$ cat config.mk
export PLATFORM = sky130hd
export DESIGN_NAME = reduceron_io_arbiter
export DESIGN_NICKNAME = d
export VERILOG_FILES = /design/src/rtl/reduceron_io_arbiter.sv
export SDC_FILE = /design/constraint.sdc
export NUM_CORES = 1
export LEC_CHECK = 0
export BUFFER_PORTS_ARGS = -buffer_cell sky130_fd_sc_hd__buf_2
export CORE_ASPECT_RATIO = 0.6
export CORE_MARGIN = 2
export CORE_UTILIZATION = 43
export DETAILED_ROUTE_END_ITERATION = 10
export GPL_TIMING_DRIVEN = 0
export HOLD_SLACK_MARGIN = 0.06
export MAX_ROUTING_LAYER = met4
export PLACE_DENSITY = 0.84
export SLEW_MARGIN = 20
export SYNTH_ARGS = -nofsm -noshare
export SYNTH_HDL_FRONTEND = slang
export SYNTH_SLANG_ARGS = --single-unit
$ cat constraint.sdc
create_clock -name clock -period 3.1 [get_ports clock]
set_input_delay 0.31 -clock clock [delete_from_list [all_inputs] [get_ports clock]]
set_output_delay 0.31 -clock clock [all_outputs]
set_load 0.01 [all_outputs]
$ cat src/rtl/reduceron_io_arbiter.sv
// reduceron_io_arbiter: round-robin sharing of one IO bus between the Reduceron core and a host debug port
// Each transfer waits for bus_ack or a timeout; the core's finish result is latched once.
module reduceron_io_arbiter #(
  parameter int ADDR_W  = 15,
  parameter int DATA_W  = 15,
  parameter int TIMEOUT = 255
) (
  input  logic              clock,
  input  logic              reset_n,
  input  logic              core_iowrite,
  input  logic              core_ioread,
  input  logic [ADDR_W-1:0] core_ioaddr,
  input  logic [DATA_W-1:0] core_iowd,
  output logic [DATA_W-1:0] core_iord,
  output logic              core_stall,
  input  logic              core_finish,
  input  logic [17:0]       core_result,
  input  logic              host_req,
  input  logic              host_we,
  input  logic [ADDR_W-1:0] host_addr,
  input  logic [DATA_W-1:0] host_wd,
  output logic              host_done,
  output logic [DATA_W-1:0] host_rdata,
  output logic              bus_re,
  output logic              bus_we,
  output logic [ADDR_W-1:0] bus_addr,
  output logic [DATA_W-1:0] bus_wd,
  input  logic [DATA_W-1:0] bus_rd,
  input  logic              bus_ack,
  output logic              res_valid,
  output logic [14:0]       res_value,
  output logic [2:0]        res_tag,
  output logic              err_timeout
);
  typedef enum logic [1:0] {IDLE, CORE_XFER, HOST_XFER} state_t;
  state_t state_q, state_d;
  logic prio_host_q, prio_host_d;
  logic [15:0] cnt_q, cnt_d;
  logic re_q, re_d, we_q, we_d;
  logic [ADDR_W-1:0] addr_q, addr_d;
  logic [DATA_W-1:0] wd_q, wd_d, iord_q, iord_d, hrd_q, hrd_d;
  logic done_q, done_d, err_q, err_d;
  logic rv_q, rv_d;
  logic [14:0] rval_q, rval_d;
  logic [2:0] rtag_q, rtag_d;
  logic core_req, host_ok, idle, in_xfer, tmo, fin, grant_core, grant_host, core_fin;
  logic [DATA_W-1:0] fin_data;
  // the host keeps host_req high during its done pulse, so that cycle must not re-grant it
  assign core_req   = core_iowrite | core_ioread;
  assign host_ok    = host_req & ~done_q;
  assign idle       = state_q == IDLE;
  assign in_xfer    = ~idle;
  assign tmo        = in_xfer & ~bus_ack & (cnt_q == 16'(TIMEOUT - 1));
  assign fin        = in_xfer & (bus_ack | tmo);
  assign fin_data   = bus_ack ? bus_rd : '0;
  assign core_fin   = (state_q == CORE_XFER) & fin;
  assign grant_core = idle & core_req & (~host_ok | ~prio_host_q);
  assign grant_host = idle & host_ok & (~core_req | prio_host_q);
  assign core_stall = core_req & ~core_fin;
  assign core_iord  = core_fin ? fin_data : iord_q;
  assign host_done  = done_q;
  assign host_rdata = hrd_q;
  assign bus_re     = re_q;
  assign bus_we     = we_q;
  assign bus_addr   = addr_q;
  assign bus_wd     = wd_q;
  assign res_valid  = rv_q;
  assign res_value  = rval_q;
  assign res_tag    = rtag_q;
  assign err_timeout = err_q;
  always_comb begin
    state_d     = state_q;
    prio_host_d = prio_host_q;
    cnt_d       = in_xfer ? cnt_q + 16'd1 : cnt_q;
    re_d        = re_q;
    we_d        = we_q;
    addr_d      = addr_q;
    wd_d        = wd_q;
    if (grant_core) begin
      state_d     = CORE_XFER;
      prio_host_d = 1'b1;
      cnt_d       = '0;
      we_d        = core_iowrite;
      re_d        = ~core_iowrite;
      addr_d      = core_ioaddr;
      wd_d        = core_iowd;
    end else if (grant_host) begin
      state_d     = HOST_XFER;
      prio_host_d = 1'b0;
      cnt_d       = '0;
      we_d        = host_we;
      re_d        = ~host_we;
      addr_d      = host_addr;
      wd_d        = host_wd;
    end else if (fin) begin
      state_d = IDLE;
      we_d    = 1'b0;
      re_d    = 1'b0;
    end
    iord_d = core_fin ? fin_data : iord_q;
    done_d = (state_q == HOST_XFER) & fin;
    hrd_d  = done_d ? fin_data : hrd_q;
    err_d  = err_q | tmo;
    rv_d   = rv_q | core_finish;
    rval_d = (core_finish & ~rv_q) ? core_result[17:3] : rval_q;
    rtag_d = (core_finish & ~rv_q) ? core_result[2:0] : rtag_q;
  end
  always_ff @(posedge clock) begin
    if (!reset_n) begin
      state_q     <= IDLE;
      prio_host_q <= 1'b0;
      cnt_q       <= '0;
      re_q        <= 1'b0;
      we_q        <= 1'b0;
      addr_q      <= '0;
      wd_q        <= '0;
      iord_q      <= '0;
      done_q      <= 1'b0;
      hrd_q       <= '0;
      err_q       <= 1'b0;
      rv_q        <= 1'b0;
      rval_q      <= '0;
      rtag_q      <= '0;
    end else begin
      state_q     <= state_d;
      prio_host_q <= prio_host_d;
      cnt_q       <= cnt_d;
      re_q        <= re_d;
      we_q        <= we_d;
      addr_q      <= addr_d;
      wd_q        <= wd_d;
      iord_q      <= iord_d;
      done_q      <= done_d;
      hrd_q       <= hrd_d;
      err_q       <= err_d;
      rv_q        <= rv_d;
      rval_q      <= rval_d;
      rtag_q      <= rtag_d;
    end
  end
endmodule
# [After elaboration in Yosys (flattened, before gate mapping)]
# Cells that the tools add are included.
[totals] input_bits=101 output_inout_bits=84 latch_bits=0 word_cells=70 n_memories=0 ram_bits=0 romBits=0 reg_bits=102
[classes] n_shift=0 n_reduce_logical=6 n_mul=0 magnitude_cmp=0 bitwise_logic=29 muxes=16 add_sub_neg=1 n_eq_ne=3 div_mod_pow=0
[ops] cell="$mux W15" n=6
[ops] cell="$add A16 B1 Y16 const B" n=1
[ops] cell="$eq A16 B8 Y1 const B" n=1
[ops] cell="$and A1 B1 Y1" n=12
[ops] cell="$not A1 Y1" n=11
[ops] cell="$mux W1" n=8
[ops] cell="$or A1 B1 Y1" n=6
[ops] cell="$mux W2" n=2
[ops] cell="$reduce_bool A2 Y1" n=2
[ops] cell="$reduce_bool A3 Y1" n=1
[ops] cell="$reduce_or A3 Y1" n=1
[ops] cell="$eq A2 B1 Y1 const B" n=1
[ops] cell="$eq A2 B2 Y1 const B" n=1
[ops] cell="$logic_not A2 Y1" n=1
[ops] cell="$reduce_or A2 Y1" n=1

# [Depth between registers and ports, before layout]
# Gate-level depths: netlist of the first run.
[logic_depth] ltp_word=9 mapped_depth=8 depth_no_buf=6

# [Least setup slack after synthesis of the first run]
# No wires, ideal clock.
[synth_timing] path_kind="register to output" start="register cnt_q[0]" end="output port core_iord[10]" stages_incl_launch_ff=9 path_slack_ps=1241 t_arrival_ps=1549 path_buffers=2 required_ps=2790 path_cell_list="dfxtp_1 -> inv_1 -> ha_1 -> nor2b_1 -> a41o_1 -> buf_2 -> buf_4 -> a31oi_1 -> or2_1"
[synth_via] elab_chain_len=6
[synth_lines] element="start, declared" line="38" rtl="logic [15:0] cnt_q, cnt_d;"
[synth_lines] element="start signal, assigned" line="127" rtl="cnt_q <= cnt_d;"
[synth_lines] element="$eq A16 B8 Y1" line="53" rtl="assign tmo = in_xfer & ~bus_ack & (cnt_q == 16'(TIMEOUT - 1));"
[synth_lines] element="$and A1 B1 Y1" line="53"
[synth_lines] element="$or A1 B1 Y1" line="54" rtl="assign fin = in_xfer & (bus_ack | tmo);"
[synth_lines] element="$and A1 B1 Y1" line="54"
[synth_lines] element="$and A1 B1 Y1" line="56" rtl="assign core_fin = (state_q == CORE_XFER) & fin;"
[synth_lines] element="$mux W15"
[synth_lines] element="end, declared" line="14" rtl="output logic [DATA_W-1:0] core_iord,"
# No other way between the ends.

# [Worst setup path after layout of the first run]
[layout_timing] start="register cnt_q[12]" end="output port core_iord[6]"
# Same word-level chain as after synthesis.

==> results.md, run 1 <==
* Outcome: finished, final reports clean
* Clock power frac at 34.4%
* Setup_tns at 0 ns
* Area grow syn2layout at 30.7%
* Commonest register cell after synthesis: dfxtp_1
* Final Slew Violations at 0
* Share of the synthesized area in the top cell type at 45.2%
* Synth area leader: dfxtp_1
* Worst slew pin tran at between 0.6 and 0.7 ns
* Ys async rst share at 0%
* Clock skew at between 0.009 and 0.01 ns
* Die Height at ~83 µm
* Ports at roughly 190
* Dpl hpwl at slightly above 10000 µm
* Share of cells above drive strength 1 at 31.2%
* Post-Synth XOR/XNOR Area at 2.13%
* Final hold violations at 0
* Antenna Diode Count at 0
* Largest fanout on the critical path at 10
* Drt wl/cell at about 15 µm
* Worst setup EP type: output pin
* Top-count cell post-synth: dfxtp_1
* Compound-gate portion of the synthesized area at 22.1%
* Post-Synth Simple-Gate Area at 17.4%
* Cell row count at 28
* Commonest cells post-synth: 102 x dfxtp_1, 59 x nand2_1, 51 x a21oi_1, 51 x nor2_1
* CP arrival at 2.35 ns
* Htree depth at 3
* Register share of total power at between 40% and 50%
* Slew margin rel. at 56.1%
* Final WS setup at ~0.44 ns
* TritonCTS clock tree: done
* Crit Reg-Reg Startpoint: cnt_q[12]
* Distinct cells, synth at 48
* Max-cap viol count at 0
* Switching share of power at between 20% and 30%
* CP endpoint: core_iord[6]
* Pwr dens at around 560 nW/µm²
* Net switching power at 951 µW
* Vias at between 4000 and 5000
* Worst hold-check path type: in -> reg
* Average instance area after synthesis at slightly below 9 µm²
* Final wirelength at 13200 µm
* Pin count of the biggest net entering global routing at 17
* Register area share after synthesis at a little under half
* Max IR drop VDD at 0.312 mV
* Initial Util at a little under half
* CORE AREA at around 10000 µm²
* Cell Int Power at between 2000 and 2500 µW
* Synth Net Count at around 620
* Comb power frac at between 20% and 30%
* First-pass GRT wire length at roughly 21000 µm
* Pre-CTS WS at just under 0.9 ns
* CP required at about 2.8 ns
* Fin crit share at between 80% and 90%
* Layout Nets at 818
* Unrepaired setup endpoints after global routing: no
* Layout Cells excl Fill at between 800 and 900
* CTS-repair resized insts at 0
* Maximum clock path buffer count at 2
* Worst Setup SP: cnt_q[12]
* Remaining global-route overflow at 0
* Post-Synth Adder-Cell Area at less than 1%
* Post-route ant nets at 0
* Post-layout util at approximately 59%
* Total power at 3320 µW
* Gate Count Post-Synth at between 500 and 600
* Mux contribution to synthesized area at 6.65%
* Detailed Route Iter0 Violations at between 200 and 300
* Clk Latency, worst-skew pair at around 0.34 ns
* Startpoint types: flip-flop
* Largest cells by area after synthesis: dfxtp_1 45%, mux2i_1 6.7%, o2bb2ai_1 5.8%, a21oi_1 5.7%, nand2_1 4.9%
* All-Layer GR Usage at a little under a quarter
* Clock Sinks at approximately 100
* PortBufs at ~180
* Leak Pwr at between 0.002 and 0.003 µW
* Synth warn at 0
* Largest family of logic cells by synthesized area: compound AO/OA/AOI/OAI gates
* Crit path time final at about 2.7 ns
* Hold Buf Count CTS at 0
* Final setup viols at 0
* FF+latch count, synth at ~100
* Total CTS buffers at 9
* Initial antenna violation count at 0
* R2R depth at 5
* Die width at 136 µm
* Via density at around 5.4
* Mapped Area at between 4000 and 5000 µm²
* Die area at around 11000 µm²
* Post-synth EDFFs at 0
* Number of global-route vias before repair at approximately 4500
* Number of remaining DRC errors at 0
* Placed Cells at 839
* Root Driver: clkbuf_16
* RR Endpoint: host_rdata[13]
* Reg2Reg Setup Slack at around 1.0 ns
* Detailed Routing Iterations Pass 1 at 5
* RePlAce Congestion at around 0.85
* Post-CTS Setup Inserts at 0
* Max Clk Rate at between 300 and 400 MHz
* Worst-path clk slew at approximately 0.070 ns
* Setup Crit Path Kind: reg -> out
-- cell families after synthesis --
group / after synthesis
flops: 102
mux: 30
compound gates: 147
fa+ha+maj: 2
xor+xnor: 11
buf+inv: 60
simple gates: 168
-- power groups by stage --
stage / logic, µW / registers (µW) / clock network [µW]
3_5_place_dp: 694 / 1510 / 0
3_3_place_gp: 671 / 1500 / 0
2_1_floorplan: 381 / 1540 / 0
6_report: 697 / 1480 / 1140
4_1_cts: 696 / 1480 / 1160
5_1_grt: 760 / 1490 / 1220
-- sequential cells by signal, indices dropped and copies added (netlist names) --
register	flops
cnt_q	16
bus_addr	15
bus_wd	15
host_rdata	15
iord_q	15
res_value	15
res_tag	3
state_q	2
bus_re	1
bus_we	1
err_timeout	1
host_done	1
prio_host_q	1
res_valid	1
-- critical path: stages, from the launching register on --
cell	delay, ns
dfxtp_1	0.35
nor4_1	0.51
a41o_1	0.25
buf_2	0.18
buf_4	0.20
a31oi_1	0.11
or2_1	0.25
buf_2	0.15
-- worst min-delay path by stage --
stage | start | endpoint | slack, ns | cells after the start
after floorplan | core_finish | res_valid | 0.43 | 2
after global placement | res_value[2] | res_value[2] | 0.44 | 2
after detailed placement | bus_addr[7] | bus_addr[7] | 0.44 | 1
after CTS | core_result[6] | res_value[3] | 0.19 | 3
after global routing | core_result[6] | res_value[3] | 0.18 | 3
final | core_result[5] | res_value[2] | 0.20 | 3
-- layout by cell type (no fill, tap or decap), drive strengths merged, types with 2 or more instances in the layout --
cell      synthesis  final
a21oi            51     51
a31oi            16     16
and2              2      2
and4              2      2
buf              18    202
clkbuf           22     32
clkinv            1      2
clkinvlp          0      2
dfxtp           102    102
ha                2      2
inv              19     20
mux2i            30     30
nand2            59     59
nand2b            4      4
nand3             6      6
nand3b            2      2
nand4             9      9
nand4b            3      3
nor2             52     52
nor2b             4      4
nor4              5      5
o2111ai           2      2
o211ai           15     15
o21a             16     16
o21ai             5      5
o22ai             3      3
o2bb2ai          30     30
or2              16     16
xnor2             7      7
xor2              4      4
-- through the flow --
| step | hold WS (ns) | cell area (µm²) |
|---|---|---|
| floorplan | 0.431 | 4510 |
| global placement | 0.440 | 5600 |
| detailed placement | 0.441 | 5600 |
| CTS | 0.192 | 5900 |
| global route | 0.179 | 5900 |
| finish | 0.201 | 5900 |
-- per-layer routing --
layer	GRT usage [%]	vias to the layer above	part of all wire [%]
met4	7.10	0	1.8
met3	6.04	21	8.4
li1	-	2230	-
met1	29.2	2148	43
met5	-	-	0
met2	38.3	222	47
-- final cells by class --
class | count | area [µm²]
Tap cell | 135 | 169
Clock inverter | 5 | 58.8
Multi-Input combinational cell | 358 | 2200
Fill cell | 905 | 4120
Sequential cell | 102 | 2040
Clock buffer | 10 | 239
Buffer | 40 | 196
Inverter | 20 | 75.1
Timing Repair Buffer | 184 | 921
Note: power is estimated with default switching activity, not from simulation.
==> run 2: changes to the inputs <==
ABC_AREA = 1   (was default)
ABC_CLOCK_PERIOD_IN_PS = 3100   (was default)
==> run 2 against run 1 <==
Net effect:
- clock skew rose by 0.0012 ns
- non-clock buffer count is 10 lower
- area after synthesis barely moved
- register-to-register slack improved by 0.39 ns
- sequential power increased by 3%
- fmax up 14%
- cell count rose by 12%
- setup slack better by 0.33 ns
- combinational power increased by 25%
- power is 8.8% higher
- synthesized cell count up 19%
- first-iteration DRC count down 19%
- critical path type unchanged
==> results.md, run 2 <==
* Worst-path clk slew at 0.07 ns (about the same)
* First-pass GRT wire length at 20300 µm (-2.8%)
* Number of remaining DRC errors at 0 (unchanged)
* Post-CTS Setup Inserts at 0 (unchanged)
* Commonest non-fill, non-tap cells in the layout: 192 x buf_2, 149 x nand2_1, 102 x nor2_1, 102 x dfxtp_1, 55 x o21ai_0
* Vias at 4675 (+1.2%)
* Commonest non-fill, non-tap cell in the layout: buf_2
* Average instance area after synthesis at 7.28 µm² (-16%)
* Leak Pwr at 0.00292 µW (+8.9%)
* Max IR drop VDD at 0.333 mV (+6.7%)
* Total CTS buffers at 9 (unchanged)
* Via density at 4.91 (-9.3%)
* Clock Sinks at 102 (unchanged)
* Register share of total power at 42.3% (-2.3 points)
* Reg area at 2040 µm² (unchanged)
* Final hold violations at 0 (unchanged)
* Largest cells by area after synthesis: dfxtp_1 45%, nand2_1 12%, nor2_1 8.5%, o21ai_0 6.1%, a21oi_1 5.0%
* CORE AREA at 10000 µm² (unchanged)
* PortBufs at 183 (-0.54%)
* Drt wl/cell at 13.3 µm (-14%)
* Fill cells at 934 (+3.2%)
* Commonest cells post-synth: 149 x nand2_1, 102 x dfxtp_1, 102 x nor2_1
* Die area at 11400 µm² (about the same)
* Detailed Route Iter0 Violations at 235 (-19%)
* Cell Int Power at 2490 µW (+5.4%)
* Area grow syn2layout at 31.1%
* Reg2Reg Setup Slack at 1.43 ns (+0.39 ns)
* RePlAce Congestion at 0.955 (+12%)
* Root Driver: clkbuf_16
* Synth Net Count at 723 (+16%)
* Commonest register cell after synthesis: dfxtp_1
* Gate Count Post-Synth at 620 (+19%)
* Clock skew at 0.0107 ns (+0.00118 ns)
* Crit path time final at 2.33 ns (-0.326 ns)
* Die width at 136 µm (about the same)
* CP required at 2.79 ns (about the same)
* Worst slew pin tran at 0.615 ns (-0.0423 ns)
* Antenna Diode Count at 0 (unchanged)
* Ys async rst share at 0% (unchanged)
* Number of global-route vias before repair at 4325 (-3.1%)
* Initial Util at 45.0% (about the same)
* Layout Nets at 917 (+12%)
* Ports at 185 (unchanged)
* Pwr dens at 610 nW/µm² (+8.5%)
* Synth warn at 0 (unchanged)
* FF+latch count, synth at 102 (unchanged)
* Register area share after synthesis at 45.2% (about the same)
* Largest reg by FF count: cnt_q
* Outcome: finished, final reports clean
* Fin crit share at 75.2% (-11 points)
* Comb power frac at 24.1% (+3.1 points)
* Dpl hpwl at 9820 µm (-4.0%)
* Cell row count at 28 (unchanged)
* Largest fanout on the critical path at 10 (unchanged)
* Slew margin rel. at 58.8% (+2.7 points)
* Post-synth EDFFs at 0 (unchanged)
* All-Layer GR Usage at 23.0% (-0.71 points)
* Max-cap viol count at 0 (unchanged)
* Startpoint types: flip-flop
* Setup_tns at 0 ns (unchanged)
* CP arrival at 2.02 ns (-0.33 ns)
* Initial antenna violation count at 0 (unchanged)
* Worst hold-check path type: in -> reg
* CTS-repair resized insts at 0 (unchanged)
* Top-count cell post-synth: nand2_1
* Htree depth at 3 (unchanged)
* Final setup viols at 0 (unchanged)
* Final Slew Violations at 0 (unchanged)
* Final WS setup at 0.770 ns (+0.326 ns)
* Setup Crit Path Kind: reg -> out
* Clk Latency, worst-skew pair at 0.34 ns (about the same)
* Worst setup EP type: output pin
* Share of cells above drive strength 1 at 30.7% (-0.47 points)
* Detailed Routing Iterations Pass 1 at 5 (unchanged)
* Die Height at 83.4 µm (about the same)
* Largest register FFs at 16 (unchanged)
* Share of the synthesized area in the top cell type at 45.2% (about the same)
* Clock power frac at 33.5% (-0.9 points)
* Switching share of power at 30.9% (+2.2 points)
* Post-layout util at 59.1% (+0.15 points)
* Distinct cells, synth at 32 (-33%)
* Pin count of the biggest net entering global routing at 18 (+1)
* Maximum clock path buffer count at 2 (unchanged)
* Remaining global-route overflow at 0 (unchanged)
* Pre-CTS WS at 1.19 ns (+0.315 ns)
* Max Clk Rate at 429 MHz (+14%)
* Final wirelength at 12600 µm (-4.1%)
* TritonCTS clock tree: done
* Synth area leader: dfxtp_1
* Net switching power at 1110 µW (+17%)
* Unrepaired setup endpoints after global routing: no
* Multi-input logic area at 2090 µm² (-5.0%)
* Mapped Area at 4510 µm² (about the same)
* Hold Buf Count CTS at 0 (unchanged)
* Post-route ant nets at 0 (unchanged)
-- run 2: power groups by stage --
stage	sequential (µW)	clock [µW]	combinational, µW
floorplan	1610	0	474
global placement	1550	0	865
detailed placement	1550	0	874
CTS	1530	1230	877
global route	1540	1300	971
finish	1530	1210	871
-- run 2: per-layer routing --
| layer | vias to the layer above | part of all wire [%] | track usage [%] |
|---|---|---|---|
| li1 | 2386 | - | - |
| met1 | 2064 | 48 | 31.9 |
| met2 | 212 | 41 | 33.3 |
| met3 | 13 | 10 | 6.78 |
| met4 | 0 | 1.0 | 4.64 |
| met5 | - | 0 | - |
-- run 2: layout make-up --
cell class | count | share of cell area, %
clock inverter | 6 | 1.59
buffer | 31 | 3.13
clock buffer | 9 | 3.81
sequential | 102 | 34.5
multi-input combinational | 435 | 35.3
tap | 135 | 2.85
timing repair buffer | 183 | 15.5
inverter | 52 | 3.30
-- run 2: kinds of logic after synthesis --
kind of cell,after synthesis,share of synthesized area [%]
flip-flops,102,45.2
AO/OA/AOI/OAI,135,17.0
adder cells (fa/ha/maj),2,0.554
buffers and inverters,83,8.43
XOR/XNOR,3,0.582
AND/OR/NAND/NOR,295,28.2
-- run 2: worst max-delay path: stages, from the launching register on --
cell	delay, ns
dfxtp_1	0.34
inv_1	0.08
ha_1	0.20
nand3_1	0.09
nor2_1	0.14
nand3_2	0.14
nand2_4	0.12
nand2_4	0.09
buf_12	0.19
nand2_2	0.08
nand2_1	0.08
buf_2	0.15
-- run 2: path summary, 6_finish.rpt --
check	to	cells after the start	startpoint
worst max-delay path	core_iord[13]	11	cnt_q[0]
worst min-delay path	res_tag[2]	3	core_result[2]
worst max register to register	bus_addr[12]	9	state_q[0]
worst min register to register	bus_wd[12]	2	bus_wd[12]
-- run 2: through the flow --
stage                     total power [µW]  instances  instance area [µm²]  hold slack [ns]
after floorplan                       2080        620                 4510            0.431
after global placement                2410        938                 5600            0.434
after detailed placement              2430        938                 5600            0.439
after CTS                             3640        953                 5920            0.177
after global routing                  3810        953                 5920            0.179
final                                 3610        953                 5920            0.187
==> run 3: changes to the inputs <==
ABC_CLOCK_PERIOD_IN_PS = 2000   (was 3100)
PLACE_DENSITY = 0.86   (was 0.84)
clock period = 2 ns   (was 3.1 ns; I/O delays follow)
==> run 3 against run 2 <==
Net effect:
- the run now ends with negative setup slack left
- first-iteration DRC count grew 63%
- utilization is 3.0 points higher
- wire length is 12% higher
- register-to-register slack lost 1.2 ns
- cell count grew 1.6%
- non-clock buffer count is 14 higher
- clock skew shrank 0.0019 ns
- design area is 5.2% higher
- setup slack got worse by 0.81 ns
- largest power group unchanged
- via count is 5.1% higher
- die area did not move
==> results.md, run 3 (synthesis results as in run 2) <==
* Outcome: finished with violations
* Detailed Routing Iterations Pass 1 at 5 (unchanged)
* Worst slew pin tran at 0.613 ns (-0.00201 ns)
* Reg2Reg Setup Slack at 0.23 ns (-1.20 ns)
* Clock Sinks at 102 (unchanged)
* Cell row count at 28 (unchanged)
* PortBufs at 183 (unchanged)
* Commonest non-fill, non-tap cells in the layout: 180 x buf_2, 134 x nand2_1, 98 x nor2_1, 95 x dfxtp_1, 55 x o21ai_0
* Largest register FFs at 16 (unchanged)
* Setup Crit Path Kind: reg -> out
* Final hold violations at 0 (unchanged)
* Setup_tns at -0.225 ns (-0.225 ns)
* Worst-path clk slew at 0.07 ns (about the same)
* Largest fanout on the critical path at 6 (-4)
* RePlAce Congestion at 0.925 (-3.1%)
* Largest reg by FF count: cnt_q
* RR Endpoint: bus_wd[9]
* Die area at 11400 µm² (unchanged)
* Share of cells above drive strength 1 at 35.4% (+4.7 points)
* Placed Cells at 938 (unchanged)
* Post-layout util at 62.1% (+3.0 points)
* Worst setup EP type: output pin
* Startpoint types: flip-flop
* Failing checks: negative setup slack
* Number of remaining DRC errors at 0 (unchanged)
* First-pass GRT wire length at 20700 µm (+1.8%)
* Max Clk Rate at slightly below 500 MHz
* Commonest non-fill, non-tap cell in the layout: buf_2
* Max IR drop VDD at 0.500 mV (+50%)
* Fin crit share at 102%
* Detailed Route Iter0 Violations at 383 (+63%)
* Drt wl/cell at 14.7 µm (+11%)
* Final setup viols at 12 (+12)
* Post-route ant nets at 0 (unchanged)
* Pwr dens at 894 nW/µm² (+47%)
* Slew margin rel. at 59.0% (+0.13 points)
* Hold Crit Depth at 3 (unchanged)
* Initial Util at 45.0% (unchanged)
* Ports at 185 (unchanged)
* Worst hold-check path type: in -> reg
* Antenna Diode Count at 0 (unchanged)
* Total placed instance area at 5600 µm² (unchanged)
* Die Height at 83.4 µm (unchanged)
* Final Slew Violations at 0 (unchanged)
* Clock skew at 0.00881 ns (-0.00187 ns)
* Number of global-route vias before repair at 4286 (-0.90%)
* Remaining global-route overflow at 0 (unchanged)
* Final wirelength at 14200 µm (+12%)
* CP arrival at 1.84 ns (-0.18 ns)
* Via density at 5.08 (+3.5%)
* Total CTS buffers at 9 (unchanged)
* All-Layer GR Usage at 23.6% (+0.62 points)
* Fill cells at 855 (-8.5%)
* Hold endpoint: res_value[13]
* Initial antenna violation count at 0 (unchanged)
* TritonCTS clock tree: done
* Area grow syn2layout at 37.9%
* Max-cap viol count at 0 (unchanged)
* Layout Nets at 931 (+1.5%)
* CORE AREA at 10000 µm² (unchanged)
* R2R depth at 9 (unchanged)
* Unrepaired setup endpoints after global routing: yes
* Vias at 4913 (+5.1%)
* Clk Latency, worst-skew pair at 0.34 ns (about the same)
* Crit Reg-Reg Startpoint: state_q[0]
* Htree depth at 3 (unchanged)
* Fin Hold WS at 0.0741 ns (-0.113 ns)
* Hold Crit Start: core_result[16]
* Dpl hpwl at 9830 µm (+0.12%)
* Root Driver: clkbuf_16
* Crit path time final at 2.04 ns
* Worst Setup SP: cnt_q[8]
* CP required at 1.80 ns (-0.99 ns)
* Layout Cells excl Fill at 968 (+1.6%)
* Die width at 136 µm (unchanged)
* Leak Pwr at 0.00300 µW (+2.8%)
* Pin count of the biggest net entering global routing at 17 (-1)
* Final WS setup at -0.0358 ns (-0.805 ns)
* Maximum clock path buffer count at 2 (unchanged)
* Design Area, Final at 6220 µm² (+5.2%)
## run 3: per-stage QoR
step / setup WS [ns] / total power [µW]
2_1_floorplan: 0.471 / 3220
3_5_place_dp: 0.225 / 3760
3_3_place_gp: 0.259 / 3740
6_report: -0.0358 / 5560
5_1_grt: -0.120 / 5850
4_1_cts: 0.00338 / 5470
## run 3: area by class of cell
class                   count  area (µm²)  area share, %
multi-input cells         435        2210           35.6
flip-flops and latches    102        2050           33.0
repair buffers            197        1120           18.0
clock buffers              12         256           4.12
inverters                  52         195           3.14
plain buffers              31         185           2.98
well taps                 135         169           2.71
clock inverters             4        30.0          0.483
## run 3: worst max-delay path by stage
stage                         end  cells past startpoint
finish              core_iord[11]                     10
detailed placement  core_iord[13]                     11
global route        core_iord[13]                     10
global placement    core_iord[13]                     11
floorplan           core_iord[13]                     10
CTS                 core_iord[13]                     10
## run 3: worst max-delay path, stage by stage, from the launching register on
cell	delay, ns
dfxtp_2	0.35
nor2_4	0.15
nand3_1	0.11
nor2_1	0.14
nand3_2	0.13
nand2_4	0.12
nand2_8	0.09
buf_16	0.17
nand2_4	0.07
nand2_2	0.06
buf_6	0.12
## run 3: repair_timing
action | CTS | global route
gates cloned | 1 | 0
setup endpoints to repair | 10 | 15
buffers inserted | 6 | 7
pin swaps | 7 | 8
hold buffers | 0 | 0
gates resized for setup | 14 | 42
## run 3: report_power, final
group	internal (µW)	leakage (µW)	switching, µW
sequential	2250	0.000839	119
clock	917	0.000139	755
combinational	608	0.00202	912
## run 3: metal layers
layer / track usage [%] / up-vias / wire (µm)
met2: 34.6 / 284 / 6110
met3: 7.69 / 44 / 1710
met5: - / - / 0
met4: 5.11 / 0 / 312
met1: 31.8 / 2183 / 6070
li1: - / 2402 / -
